File: src/rtl/key_sw_device_pkg.sv
// Shared definitions for the KEY/SW memory-mapped responder: register map,
// CTRL bit layout and the per-device status update rule.
package key_sw_device_pkg;

   localparam logic [31:0] ADDR_HEX   = 32'hFFFFF000;
   localparam logic [31:0] ADDR_LEDR  = 32'hFFFFF020;
   localparam logic [31:0] ADDR_KDATA = 32'hFFFFF080;
   localparam logic [31:0] ADDR_KCTRL = 32'hFFFFF084;
   localparam logic [31:0] ADDR_SDATA = 32'hFFFFF090;
   localparam logic [31:0] ADDR_SCTRL = 32'hFFFFF094;

   localparam int CTRL_READY   = 0;
   localparam int CTRL_OVERRUN = 1;
   localparam int CTRL_IE      = 4;

   typedef struct packed {
      logic ie;
      logic ovr;
      logic ready;
   } ctrl_t;

   // A load racing a DATA read leaves overrun alone (the read took the old
   // value); a load racing an overrun-clear write wins over the clear.
   function automatic ctrl_t ctrl_next(ctrl_t cur, logic load, logic data_rd,
                                       logic ctrl_wr, logic wr_ovr, logic wr_ie);
      ctrl_t n;
      n = cur;
      if (ctrl_wr) begin
         n.ie = wr_ie;
         if (!wr_ovr) n.ovr = 1'b0;
      end
      if (load && cur.ready && !data_rd) n.ovr = 1'b1;
      if (load)         n.ready = 1'b1;
      else if (data_rd) n.ready = 1'b0;
      return n;
   endfunction

   function automatic logic [7:0] ctrl_byte(ctrl_t c);
      logic [7:0] b;
      b = '0;
      b[CTRL_READY]   = c.ready;
      b[CTRL_OVERRUN] = c.ovr;
      b[CTRL_IE]      = c.ie;
      return b;
   endfunction

endpackage

File: src/rtl/key_sw_device_if.sv
// Data-memory bus slice seen by the KEY/SW responder (MEM-stage loads/stores).
interface key_sw_device_if #(parameter int DBITS = 32);
   logic [DBITS-1:0] abus_in;
   logic             re_in;
   logic             we_in;
   logic [DBITS-1:0] wdata_in;
   logic [DBITS-1:0] dbus_out;
   logic             hit_out;

   modport master (output abus_in, re_in, we_in, wdata_in, input dbus_out, hit_out);
   modport slave  (input abus_in, re_in, we_in, wdata_in, output dbus_out, hit_out);
endinterface

File: src/rtl/key_sw_device_io_debounce.sv
// Two-flop synchronizer, stable-sample counter and data register for one
// bank of board inputs; load_o is high in the cycle before the register loads.
module io_debounce #(
   parameter int               WIDTH           = 4,
   parameter int               DEBOUNCE_CYCLES = 50000,
   parameter logic [WIDTH-1:0] RST_VAL         = '0,
   parameter bit               INVERT          = 1'b0
) (
   input  logic             clk,
   input  logic             reset,
   input  logic [WIDTH-1:0] raw_i,
   output logic [WIDTH-1:0] data_o,
   output logic             load_o
);
   localparam int            CW = $clog2(DEBOUNCE_CYCLES) + 1;
   localparam logic [CW-1:0] TC = CW'(DEBOUNCE_CYCLES);

   logic [WIDTH-1:0] sync1_q, sync2_q, last_q, data_q, data_d, s;
   logic [CW-1:0]    cnt_q, cnt_d, cnt_inc;

   assign s = INVERT ? ~sync2_q : sync2_q;

   always_comb begin
      cnt_d   = '0;
      load_o  = 1'b0;
      data_d  = data_q;
      cnt_inc = (cnt_q == '1) ? cnt_q : cnt_q + CW'(1);
      if (s != data_q) begin
         // A fresh or changed candidate value starts counting at one.
         cnt_d = (s != last_q || cnt_q == '0) ? CW'(1) : cnt_inc;
         if (cnt_d >= TC) begin
            load_o = 1'b1;
            data_d = s;
            cnt_d  = '0;
         end
      end
   end

   always_ff @(posedge clk or posedge reset) begin
      if (reset) begin
         sync1_q <= RST_VAL;
         sync2_q <= RST_VAL;
         last_q  <= '0;
         data_q  <= '0;
         cnt_q   <= '0;
      end else begin
         sync1_q <= raw_i;
         sync2_q <= sync1_q;
         last_q  <= s;
         data_q  <= data_d;
         cnt_q   <= cnt_d;
      end
   end

   assign data_o = data_q;
endmodule

File: src/rtl/key_sw_device.sv
// KEY/SW responder: two debounced input banks, their CTRL/status registers,
// address decode, zero-latency read mux and the interrupt request.
module key_sw_device
   import key_sw_device_pkg::*;
#(
   parameter int               DBITS           = 32,
   parameter int               DEBOUNCE_CYCLES = 50000,
   parameter logic [DBITS-1:0] ADDRKDATA       = DBITS'(ADDR_KDATA),
   parameter logic [DBITS-1:0] ADDRKCTRL       = DBITS'(ADDR_KCTRL),
   parameter logic [DBITS-1:0] ADDRSDATA       = DBITS'(ADDR_SDATA),
   parameter logic [DBITS-1:0] ADDRSCTRL       = DBITS'(ADDR_SCTRL)
) (
   input  logic             clk,
   input  logic             reset,
   key_sw_device_if.slave   bus,
   input  logic [3:0]       KEY,
   input  logic [9:0]       SW,
   output logic             intr_out
);
   logic [3:0] kdata;
   logic [9:0] sdata;
   logic       k_load, s_load;
   logic       sel_kd, sel_kc, sel_sd, sel_sc;
   ctrl_t      kctrl_q, kctrl_d, sctrl_q, sctrl_d;
   logic       unused_wdata;

   io_debounce #(.WIDTH(4), .DEBOUNCE_CYCLES(DEBOUNCE_CYCLES),
                 .RST_VAL(4'hF), .INVERT(1'b1)) u_key_db (
      .clk(clk), .reset(reset), .raw_i(KEY), .data_o(kdata), .load_o(k_load));

   io_debounce #(.WIDTH(10), .DEBOUNCE_CYCLES(DEBOUNCE_CYCLES),
                 .RST_VAL(10'h000), .INVERT(1'b0)) u_sw_db (
      .clk(clk), .reset(reset), .raw_i(SW), .data_o(sdata), .load_o(s_load));

   assign sel_kd      = (bus.abus_in == ADDRKDATA);
   assign sel_kc      = (bus.abus_in == ADDRKCTRL);
   assign sel_sd      = (bus.abus_in == ADDRSDATA);
   assign sel_sc      = (bus.abus_in == ADDRSCTRL);
   assign bus.hit_out = sel_kd | sel_kc | sel_sd | sel_sc;

   // Only bits 1 and 4 of store data matter.
   assign unused_wdata = ^bus.wdata_in;

   always_comb begin
      kctrl_d = ctrl_next(kctrl_q, k_load, bus.re_in & sel_kd, bus.we_in & sel_kc,
                          bus.wdata_in[CTRL_OVERRUN], bus.wdata_in[CTRL_IE]);
      sctrl_d = ctrl_next(sctrl_q, s_load, bus.re_in & sel_sd, bus.we_in & sel_sc,
                          bus.wdata_in[CTRL_OVERRUN], bus.wdata_in[CTRL_IE]);
   end

   always_ff @(posedge clk or posedge reset) begin
      if (reset) begin
         kctrl_q <= '0;
         sctrl_q <= '0;
      end else begin
         kctrl_q <= kctrl_d;
         sctrl_q <= sctrl_d;
      end
   end

   always_comb begin
      bus.dbus_out = '0;
      if (sel_kd)      bus.dbus_out = DBITS'(kdata);
      else if (sel_kc) bus.dbus_out = DBITS'(ctrl_byte(kctrl_q));
      else if (sel_sd) bus.dbus_out = DBITS'(sdata);
      else if (sel_sc) bus.dbus_out = DBITS'(ctrl_byte(sctrl_q));
   end

   assign intr_out = (kctrl_q.ie & kctrl_q.ready) | (sctrl_q.ie & sctrl_q.ready);
endmodule
File: src/flat_wrapper.sv
// flat-port wrapper written by rule: the top's interface ports become plain ports
module key_sw_device_flat import key_sw_device_pkg::*;
#(
   parameter int               DBITS           = 32,
   parameter int               DEBOUNCE_CYCLES = 50000,
   parameter logic [DBITS-1:0] ADDRKDATA       = DBITS'(ADDR_KDATA),
   parameter logic [DBITS-1:0] ADDRKCTRL       = DBITS'(ADDR_KCTRL),
   parameter logic [DBITS-1:0] ADDRSDATA       = DBITS'(ADDR_SDATA),
   parameter logic [DBITS-1:0] ADDRSCTRL       = DBITS'(ADDR_SCTRL)
)
  (clk, reset, KEY, SW, intr_out, bus_abus_in, bus_re_in, bus_we_in, bus_wdata_in, bus_dbus_out, bus_hit_out);
  key_sw_device_if #(.DBITS(DBITS)) bus_i ();
  input  logic clk;
  input  logic reset;
  input  logic [3:0] KEY;
  input  logic [9:0] SW;
  output logic intr_out;
  input wire logic [$bits(bus_i.abus_in)-1:0] bus_abus_in;
  input wire logic [$bits(bus_i.re_in)-1:0] bus_re_in;
  input wire logic [$bits(bus_i.we_in)-1:0] bus_we_in;
  input wire logic [$bits(bus_i.wdata_in)-1:0] bus_wdata_in;
  output wire logic [$bits(bus_i.dbus_out)-1:0] bus_dbus_out;
  output wire logic [$bits(bus_i.hit_out)-1:0] bus_hit_out;
  assign bus_i.abus_in = bus_abus_in;
  assign bus_i.re_in = bus_re_in;
  assign bus_i.we_in = bus_we_in;
  assign bus_i.wdata_in = bus_wdata_in;
  assign bus_dbus_out = bus_i.dbus_out;
  assign bus_hit_out = bus_i.hit_out;
  key_sw_device #(.DBITS(DBITS), .DEBOUNCE_CYCLES(DEBOUNCE_CYCLES), .ADDRKDATA(ADDRKDATA), .ADDRKCTRL(ADDRKCTRL), .ADDRSDATA(ADDRSDATA), .ADDRSCTRL(ADDRSCTRL)) u_core (.clk(clk), .reset(reset), .bus(bus_i), .KEY(KEY), .SW(SW), .intr_out(intr_out));
endmodule
File: config.mk
export PLATFORM = sky130hd
export DESIGN_NAME = key_sw_device_flat
export DESIGN_NICKNAME = d
export VERILOG_FILES = /design/src/rtl/key_sw_device_pkg.sv /design/src/rtl/key_sw_device_if.sv /design/src/rtl/key_sw_device_io_debounce.sv /design/src/rtl/key_sw_device.sv /design/src/flat_wrapper.sv
export SDC_FILE = /design/constraint.sdc
export NUM_CORES = 1
export LEC_CHECK = 0
export ABC_AREA = 0
export CAP_MARGIN = 20
export CORE_MARGIN = 1
export CORE_UTILIZATION = 30
export CTS_BUF_LIST = sky130_fd_sc_hd__clkbuf_8
export CTS_CLUSTER_SIZE = 40
export DETAILED_ROUTE_END_ITERATION = 16
export MAX_ROUTING_LAYER = met4
export PLACE_DENSITY = 0.63
export SLEW_MARGIN = 20
export SYNTH_ARGS = -nofsm -noshare
export SYNTH_HDL_FRONTEND = slang
export SYNTH_HIERARCHICAL = 1
export SYNTH_SLANG_ARGS = --single-unit
File: constraint.sdc
create_clock -name clk -period 2.58 [get_ports clk]
set_input_delay 0.258 -clock clk [delete_from_list [all_inputs] [get_ports clk]]
set_output_delay 0.258 -clock clk [all_outputs]
set_load 0.1 [all_outputs]
==> flow_metrics.py, run 1 <==
metrics = {
    "setup_path": {
        "critical_path.startpoint_type": "register",
        "r2r_cells": 8,
        "crit_path_end_kind": "register",
        "crit_required_ps": 2850,
        "path_class": "register to register",
        "critPathMaxFanout": 5,
        "critPathArrivalTime_ps": 3010,
    },
    "floorplan": {
        "fp.dieArea_mm2": 0.0179,
        "die_h_um": 134,
        "initial_utilization_pct": 31.0,
        "core_area_mm2": 0.0168,
        "dieWidth_um": 134,
        "standard_cell_row_count": 47,
        "num_io_pins": 116,
    },
    "sta": {
        "maxSlewHeadroom_pct": 43.7,
        "max_slew.worst_pin.slew_ps": 837,
        "final-max-slew-violation-count": 0,
        "max_freq_mhz": 365,
        "hold_viol_final": 0,
        "period_minus_slack_ps": 2740,
        "finalCritPeriodShare_pct": 106,
        "setup_viol": 12,
        "final.setup.tns_ps": -1410,
        "setup_ws_ps": -163,
        "fin_worst_skew_ps": 11.6,
        "grt_setup_unrepaired": "true",
        "final.hold.worst_slack_ps": 193,
    },
    "power": {
        "clock_power_share_pct": 32.3,
        "power.static_leakage_nw": 3.26,
        "sw_frac_of_total_pct": 30.8,
        "p_total_mw": 3.13,
        "power_per_unit_of_standard_cell_area_mw_per_mm2": 408,
        "power.share.combinational_pct": 15.5,
        "p_sw_mw": 0.965,
        "power_frac_seq_pct": 52.2,
        "intPower_mw": 2.17,
        "vdd_ir_drop_max_v": 0.000261,
    },
    "logic_synthesis": {
        "syn_inst": 488,
        "synth-async-reset-ratio_pct": 100,
        "mappedNetlistArea_mm2": 0.00520,
        "netlist_top_cells_area": "sky130_fd_sc_hd__dfrtp_1, sky130_fd_sc_hd__dfstp_2, sky130_fd_sc_hd__xnor2_1, sky130_fd_sc_hd__buf_4, sky130_fd_sc_hd__nand4_1",
        "yosys-top-cells-count": "sky130_fd_sc_hd__dfrtp_1, sky130_fd_sc_hd__nor2_1, sky130_fd_sc_hd__nand2_1",
        "avgSynthCellArea_um2": 10.7,
        "synth_enable_flop_cells": 0,
        "synthDominantAreaCellType": "sky130_fd_sc_hd__dfrtp_1",
        "postSynthRegisterBits": 96,
        "synthDominantCellAreaShare_pct": 42.3,
        "yosys_most_used_dff": "sky130_fd_sc_hd__dfrtp_1",
        "synth-warning-count": 6,
        "portion_of_the_post_synthesis_area_used_by_sequential_elements_pct": 46.4,
        "yosysMostFrequentCell": "sky130_fd_sc_hd__dfrtp_1",
        "yosys.cell_types.count": 74,
    },
    "global_routing": {
        "grt_pass1_wl_um": 21400,
        "number_of_global_route_vias_before_repair": 4424,
        "grt_start_max_net_pins": 46,
        "grt_overflow": 0,
        "track_usage_pct": 15.4,
        "grt_antenna_before_repair": 0,
    },
    "status": {
        "violations_in_the_final_reports": "setup timing",
        "status": "complete, but fails checks",
    },
    "clocking": {
        "tritoncts_num_sinks": 96,
        "cts_tree": "done",
        "clk_pin_slew_ps": 120,
        "inserted_clock_buffers": 9,
        "insertion_delay_ps": 380,
        "htreeDepth": 3,
        "clk_path_buf_depth": 2,
        "cts.root.buffer_cell": "sky130_fd_sc_hd__clkbuf_8",
    },
    "placement": {
        "detailedPlacementHpwl_um": 9540,
        "place.gp.congestion": 0.881,
        "setup_slack_after_placement_ps": -161,
        "io_buffer_count": 63,
        "dpl-instance-area_mm2": 0.00701,
        "numPlacedInstances": 860,
    },
    "layout": {
        "finalNetCount": 761,
        "nFillCells": 1529,
        "layout.core_utilization_pct": 45.8,
        "drive_gt1_share_pct": 38.7,
        "stdcell_count": 900,
        "postLayoutCellArea_mm2": 0.00767,
        "area.growth.synth_to_final_pct": 47.6,
        "insertedDiodeCount": 0,
    },
    "routing": {
        "post_drt_via_cell_ratio": 4.93,
        "antenna_left": 0,
        "dr_total_vias": 4438,
        "route.final.wire_length_um": 13200,
        "routed_wire_length_per_instance_um": 14.7,
        "drcViolationCount": 0,
        "detailedRoute.firstIterationViolations": 207,
        "dr.pass1.iters": 4,
    },
    "hold_path": {
        "hp-class": "input port to async pin",
    },
    "job": {
        "drv.max_cap_violation_count": 0,
    },
}
## final timing paths
check                                                          from                                   end  slack [ps]
worst max-delay path              u_core/u_sw_db/cnt_q[2]$_DFF_PP0_  u_core/u_sw_db/data_o[8]$_DFFE_PP0P_        -160
worst min-delay path                                          reset         u_core/sctrl_q[2]$_DFFE_PP0P_         190
worst max register to register    u_core/u_sw_db/cnt_q[2]$_DFF_PP0_  u_core/u_sw_db/data_o[8]$_DFFE_PP0P_        -160
worst min register to register  u_core/u_sw_db/sync1_q[4]$_DFF_PP0_         u_core/u_sw_db/s[4]$_DFF_PP0_         360
max in group asynchronous                                     reset  u_core/u_sw_db/data_o[5]$_DFFE_PP0P_        1830
min in group clk                                             KEY[0]  u_core/u_key_db/sync1_q[0]$_DFF_PP1_         280
## cells by family after synthesis
kind of cell	count (synthesis)	synth area share, %
buffers and inverters	56	5.94
xor gates and xnor gates	39	6.57
and+or+nand+nor	191	22.9
AOI/OAI and AO/OA	70	10.2
other	3	0.217
DFF	96	46.4
adders and majority gates	4	0.963
muxes	29	6.79
## registers in the layout, indices dropped and copies added (netlist names)
name	count
u_core/u_sw_db/last_q	10
u_core/sctrl_q	3
u_core/u_key_db/cnt_q	17
u_core/u_sw_db/sync1_q	10
u_core/u_sw_db/data_o	10
u_core/u_key_db/sync2_q	4
u_core/u_sw_db/cnt_q	17
u_core/u_key_db/data_o	4
u_core/u_sw_db/s	10
u_core/kctrl_q	3
u_core/u_key_db/sync1_q	4
u_core/u_key_db/last_q	4
## critical path: stages, from the launching register on
cell and delay (ps):
sky130_fd_sc_hd__dfrtp_1 450, sky130_fd_sc_hd__nand4_4 110, sky130_fd_sc_hd__or3_4 420, sky130_fd_sc_hd__or3_1 330, sky130_fd_sc_hd__a21o_1 180, sky130_fd_sc_hd__or2_4 260, sky130_fd_sc_hd__a211oi_4 360, sky130_fd_sc_hd__clkbuf_16 220
sky130_fd_sc_hd__mux2_4 290
## final cells by class
| class | instances | area [µm²] | area share [%] |
|---|---|---|---|
| Sequential cell | 96 | 2420 | 31.6 |
| Inverter | 19 | 71.3 | 0.929 |
| Multi-Input combinational cell | 357 | 2920 | 38.1 |
| Clock inverter | 7 | 81.3 | 1.06 |
| Clock buffer | 9 | 124 | 1.61 |
| Tap cell | 220 | 275 | 3.59 |
| Timing Repair Buffer | 192 | 1780 | 23.1 |
## what timing repair did
item	in CTS	in global routing
gates resized for setup	17	44
buffers inserted	5	19
setup endpoints to repair	34	56
hold buffers	0	0
gates cloned	0	1
pin swaps	20	26
## placed cells by master, fill, tap and decap left out, types with 4 or more instances in the layout
cell / instances
sky130_fd_sc_hd__xor2_1: 17
sky130_fd_sc_hd__dfrtp_1: 79
sky130_fd_sc_hd__or4_4: 4
sky130_fd_sc_hd__nand4_1: 24
sky130_fd_sc_hd__mux2i_1: 8
sky130_fd_sc_hd__o21ai_0: 11
sky130_fd_sc_hd__mux2_4: 14
sky130_fd_sc_hd__and2_1: 4
sky130_fd_sc_hd__inv_1: 17
sky130_fd_sc_hd__nor3_2: 5
sky130_fd_sc_hd__conb_1: 24
sky130_fd_sc_hd__nand3_1: 10
sky130_fd_sc_hd__clkbuf_8: 9
sky130_fd_sc_hd__dfrtp_2: 9
sky130_fd_sc_hd__nor4_1: 11
sky130_fd_sc_hd__nand2_1: 29
sky130_fd_sc_hd__xnor2_1: 21
sky130_fd_sc_hd__dfstp_2: 8
sky130_fd_sc_hd__clkdlybuf4s50_1: 49
sky130_fd_sc_hd__nor4_4: 5
sky130_fd_sc_hd__buf_6: 8
sky130_fd_sc_hd__and3_1: 5
sky130_fd_sc_hd__buf_12: 13
sky130_fd_sc_hd__o211ai_1: 5
sky130_fd_sc_hd__nor2_1: 37
sky130_fd_sc_hd__buf_4: 119
sky130_fd_sc_hd__nor4_2: 4
sky130_fd_sc_hd__a21o_1: 4
sky130_fd_sc_hd__o21ai_1: 4
sky130_fd_sc_hd__nor4b_4: 6
sky130_fd_sc_hd__a21oi_1: 10
sky130_fd_sc_hd__nor3_1: 7
## power groups by stage
stage                     registers, mW  logic [mW]  clock network, mW
after floorplan                    1.65       0.337                  0
after global placement             1.66       0.465                  0
after detailed placement           1.66       0.473                  0
after CTS                          1.64       0.478               1.05
after global routing               1.65       0.519               1.11
final                              1.64       0.484               1.01
## routing by layer
layer	GRT usage [%]	up-vias	share of wire, %
li1	-	2102	-
met1	18.9	2149	43
met2	25.7	161	51
met3	2.40	26	4.2
met4	5.43	0	1.9
met5	-	-	0
No activity file was read; power rests on OpenSTA's default activity.
==> inputs of run 2 (changes only) <==
CORE_UTILIZATION = 40   (was 30)
PLACE_DENSITY = 0.77   (was 0.63)
==> run 2 against run 1 <==
  * The flow still finishes with violations (setup timing)
  * Design area rose by 2.1%
  * Sequential share of layout area decreased by 0.67 points
  * Largest cell class unchanged
  * Power increased by 2.5%
  * Critical endpoint is now u_core/kctrl_q[1]$_DFFE_PP0P_
==> flow_metrics.py, run 2 (same netlist as run 1, synthesis figures left out) <==
metrics = {
    "sta": {
        "fin_worst_skew_ps": 10.5,
        "maxSlewHeadroom_pct": 43.0,
        "setup_ws_ps": -156,
        "max_slew.worst_pin.slew_ps": 848,
        "setup_viol": 46,
        "final.hold.worst_slack_ps": 214,
        "finalCritPeriodShare_pct": 106,
        "final-max-slew-violation-count": 0,
        "period_minus_slack_ps": 2740,
        "grt_setup_unrepaired": "true",
        "hold_viol_final": 0,
        "max_freq_mhz": 365,
    },
    "layout": {
        "most-common-layout-cells": "sky130_fd_sc_hd__buf_4, sky130_fd_sc_hd__dfrtp_1, sky130_fd_sc_hd__clkdlybuf4s50_1",
        "insertedDiodeCount": 0,
        "postLayoutCellArea_mm2": 0.00784,
        "layout.core_utilization_pct": 61.8,
        "nFillCells": 916,
        "finalNetCount": 777,
        "area.growth.synth_to_final_pct": 50.7,
        "mostFrequentLayoutCell": "sky130_fd_sc_hd__buf_4",
        "layout_top_registers": "u_core/u_key_db/cnt_q x17, u_core/u_sw_db/cnt_q x17",
        "drive_gt1_share_pct": 42.0,
    },
    "hold_path": {
        "hp-class": "input port to async pin",
    },
    "clocking": {
        "tritoncts_num_sinks": 96,
        "clk_pin_slew_ps": 110,
        "cts.root.buffer_cell": "sky130_fd_sc_hd__clkbuf_8",
        "insertion_delay_ps": 380,
        "post_cts_hold_buffer_count": 0,
        "cts_tree": "done",
        "clk_path_buf_depth": 2,
        "inserted_clock_buffers": 9,
        "htreeDepth": 3,
    },
    "routing": {
        "routed_wire_length_per_instance_um": 16.7,
        "dr.pass1.iters": 5,
        "antenna_left": 0,
        "drcViolationCount": 0,
        "detailedRoute.firstIterationViolations": 281,
        "route.final.wire_length_um": 14500,
        "dr_total_vias": 4661,
        "post_drt_via_cell_ratio": 5.37,
    },
    "setup_path": {
        "critPathSlowestCell": "sky130_fd_sc_hd__or4_4",
        "timing.critical_path.buf_inv": 1,
        "regToRegEndpoint": "u_core/kctrl_q[1]$_DFFE_PP0P_",
        "r2r_cells": 12,
        "worstPathCellList": "buf_6 -> ha_4 -> nand3_2 -> or4_4 -> o211ai_2 -> nor4b_4 -> o2111ai_2 -> a21oi_4 -> nor2b_4 -> a21oi_2 -> a31oi_1 -> or2_4",
        "crit_required_ps": 2900,
        "max_stage_delay_ps": 530,
        "timing.critical_path.depth": 12,
        "worstSetupEndpoint": "u_core/kctrl_q[1]$_DFFE_PP0P_",
        "critical_path.startpoint_type": "register",
        "critPathArrivalTime_ps": 3060,
        "worst_setup_path_startpoint": "u_core/u_key_db/cnt_q[0]$_DFF_PP0_",
        "path_class": "register to register",
        "crit_path_end_kind": "register",
        "critPathTopFamily": "simple AND/OR/NAND/NOR gates",
        "startpoint_of_the_most_critical_register_to_register_path": "u_core/u_key_db/cnt_q[0]$_DFF_PP0_",
        "critPathMaxFanout": 4,
        "register_to_register_setup_slack_ps": -160,
    },
    "power": {
        "clock_power_share_pct": 33.2,
        "p_sw_mw": 0.953,
        "power.static_leakage_nw": 3.37,
        "power_frac_seq_pct": 51.0,
        "intPower_mw": 2.26,
        "vdd_ir_drop_max_v": 0.000377,
        "power_per_unit_of_standard_cell_area_mw_per_mm2": 410,
        "sw_frac_of_total_pct": 29.7,
        "power.share.combinational_pct": 15.8,
    },
    "floorplan": {
        "standard_cell_row_count": 41,
        "fp.dieArea_mm2": 0.0135,
        "dieWidth_um": 116,
        "die_h_um": 116,
        "initial_utilization_pct": 41.0,
        "core_area_mm2": 0.0127,
        "num_io_pins": 116,
    },
    "global_routing": {
        "grt_pass1_wl_um": 22100,
        "grt_overflow": 0,
        "grt_start_max_net_pins": 34,
        "number_of_global_route_vias_before_repair": 4525,
        "grt_antenna_before_repair": 0,
        "track_usage_pct": 21.8,
    },
    "placement": {
        "io_buffer_count": 63,
        "place.gp.congestion": 0.953,
        "dpl-instance-area_mm2": 0.00699,
        "setup_slack_after_placement_ps": -216,
        "detailedPlacementHpwl_um": 9820,
    },
    "status": {
        "violations_in_the_final_reports": "setup timing",
        "status": "complete, but fails checks",
    },
    "job": {
        "drv.max_cap_violation_count": 0,
    },
}
-- run 2: stage by stage --
step	instances	total power, mW	TNS (ps)
after floorplan	509	1.99	-4180
after CTS	843	3.22	-810
final	868	3.21	-2530
after detailed placement	818	2.14	-2590
after global routing	868	3.32	-7140
after global placement	818	2.12	-1180
-- run 2: power groups by stage --
stage               Sequential (mW)  Combinational, mW  Clock (mW)
floorplan                      1.65              0.337           0
global placement               1.66              0.465           0
detailed placement             1.66              0.479           0
CTS                            1.63              0.496        1.09
global route                   1.64              0.539        1.13
finish                         1.64              0.507        1.07
-- run 2: timing repair --
item / in CTS / in global routing
setup buffers: 9 / 26
setup endpoints to repair: 47 / 58
gates cloned: 0 / 2
pin swaps: 12 / 32
endpoints found under the hold margin: 0 / 0
gates resized for setup: 21 / 63
-- run 2: worst min-delay path by stage --
stage | slack, ps | from | to
global placement | 330 | u_core/u_sw_db/sync1_q[3]$_DFF_PP0_ | u_core/u_sw_db/s[3]$_DFF_PP0_
global route | 250 | reset | u_core/kctrl_q[1]$_DFFE_PP0P_
detailed placement | 340 | u_core/u_sw_db/sync1_q[0]$_DFF_PP0_ | u_core/u_sw_db/s[0]$_DFF_PP0_
floorplan | 50 | reset | u_core/kctrl_q[0]$_DFFE_PP0P_
finish | 210 | reset | u_core/sctrl_q[2]$_DFFE_PP0P_
CTS | 200 | reset | u_core/sctrl_q[0]$_DFFE_PP0P_
-- run 2: area by class of cell --
cell class	count	area [µm²]	share of cell area, %
clock buffer	9	124	1.58
clock inverter	7	88.8	1.13
inverter	19	75.1	0.958
multi-input combinational	357	2990	38.1
sequential	96	2420	30.9
tap	172	215	2.75
timing repair buffer	208	1920	24.5
-- run 2: metal layers --
metal  share of wire, %  GRT usage [%]  up-vias
met5                  0              -        -
met4                2.2           8.12        0
met3                5.5           2.98       36
met2                 51           36.8      214
met1                 41           26.6     2275
li1                   -              -     2136
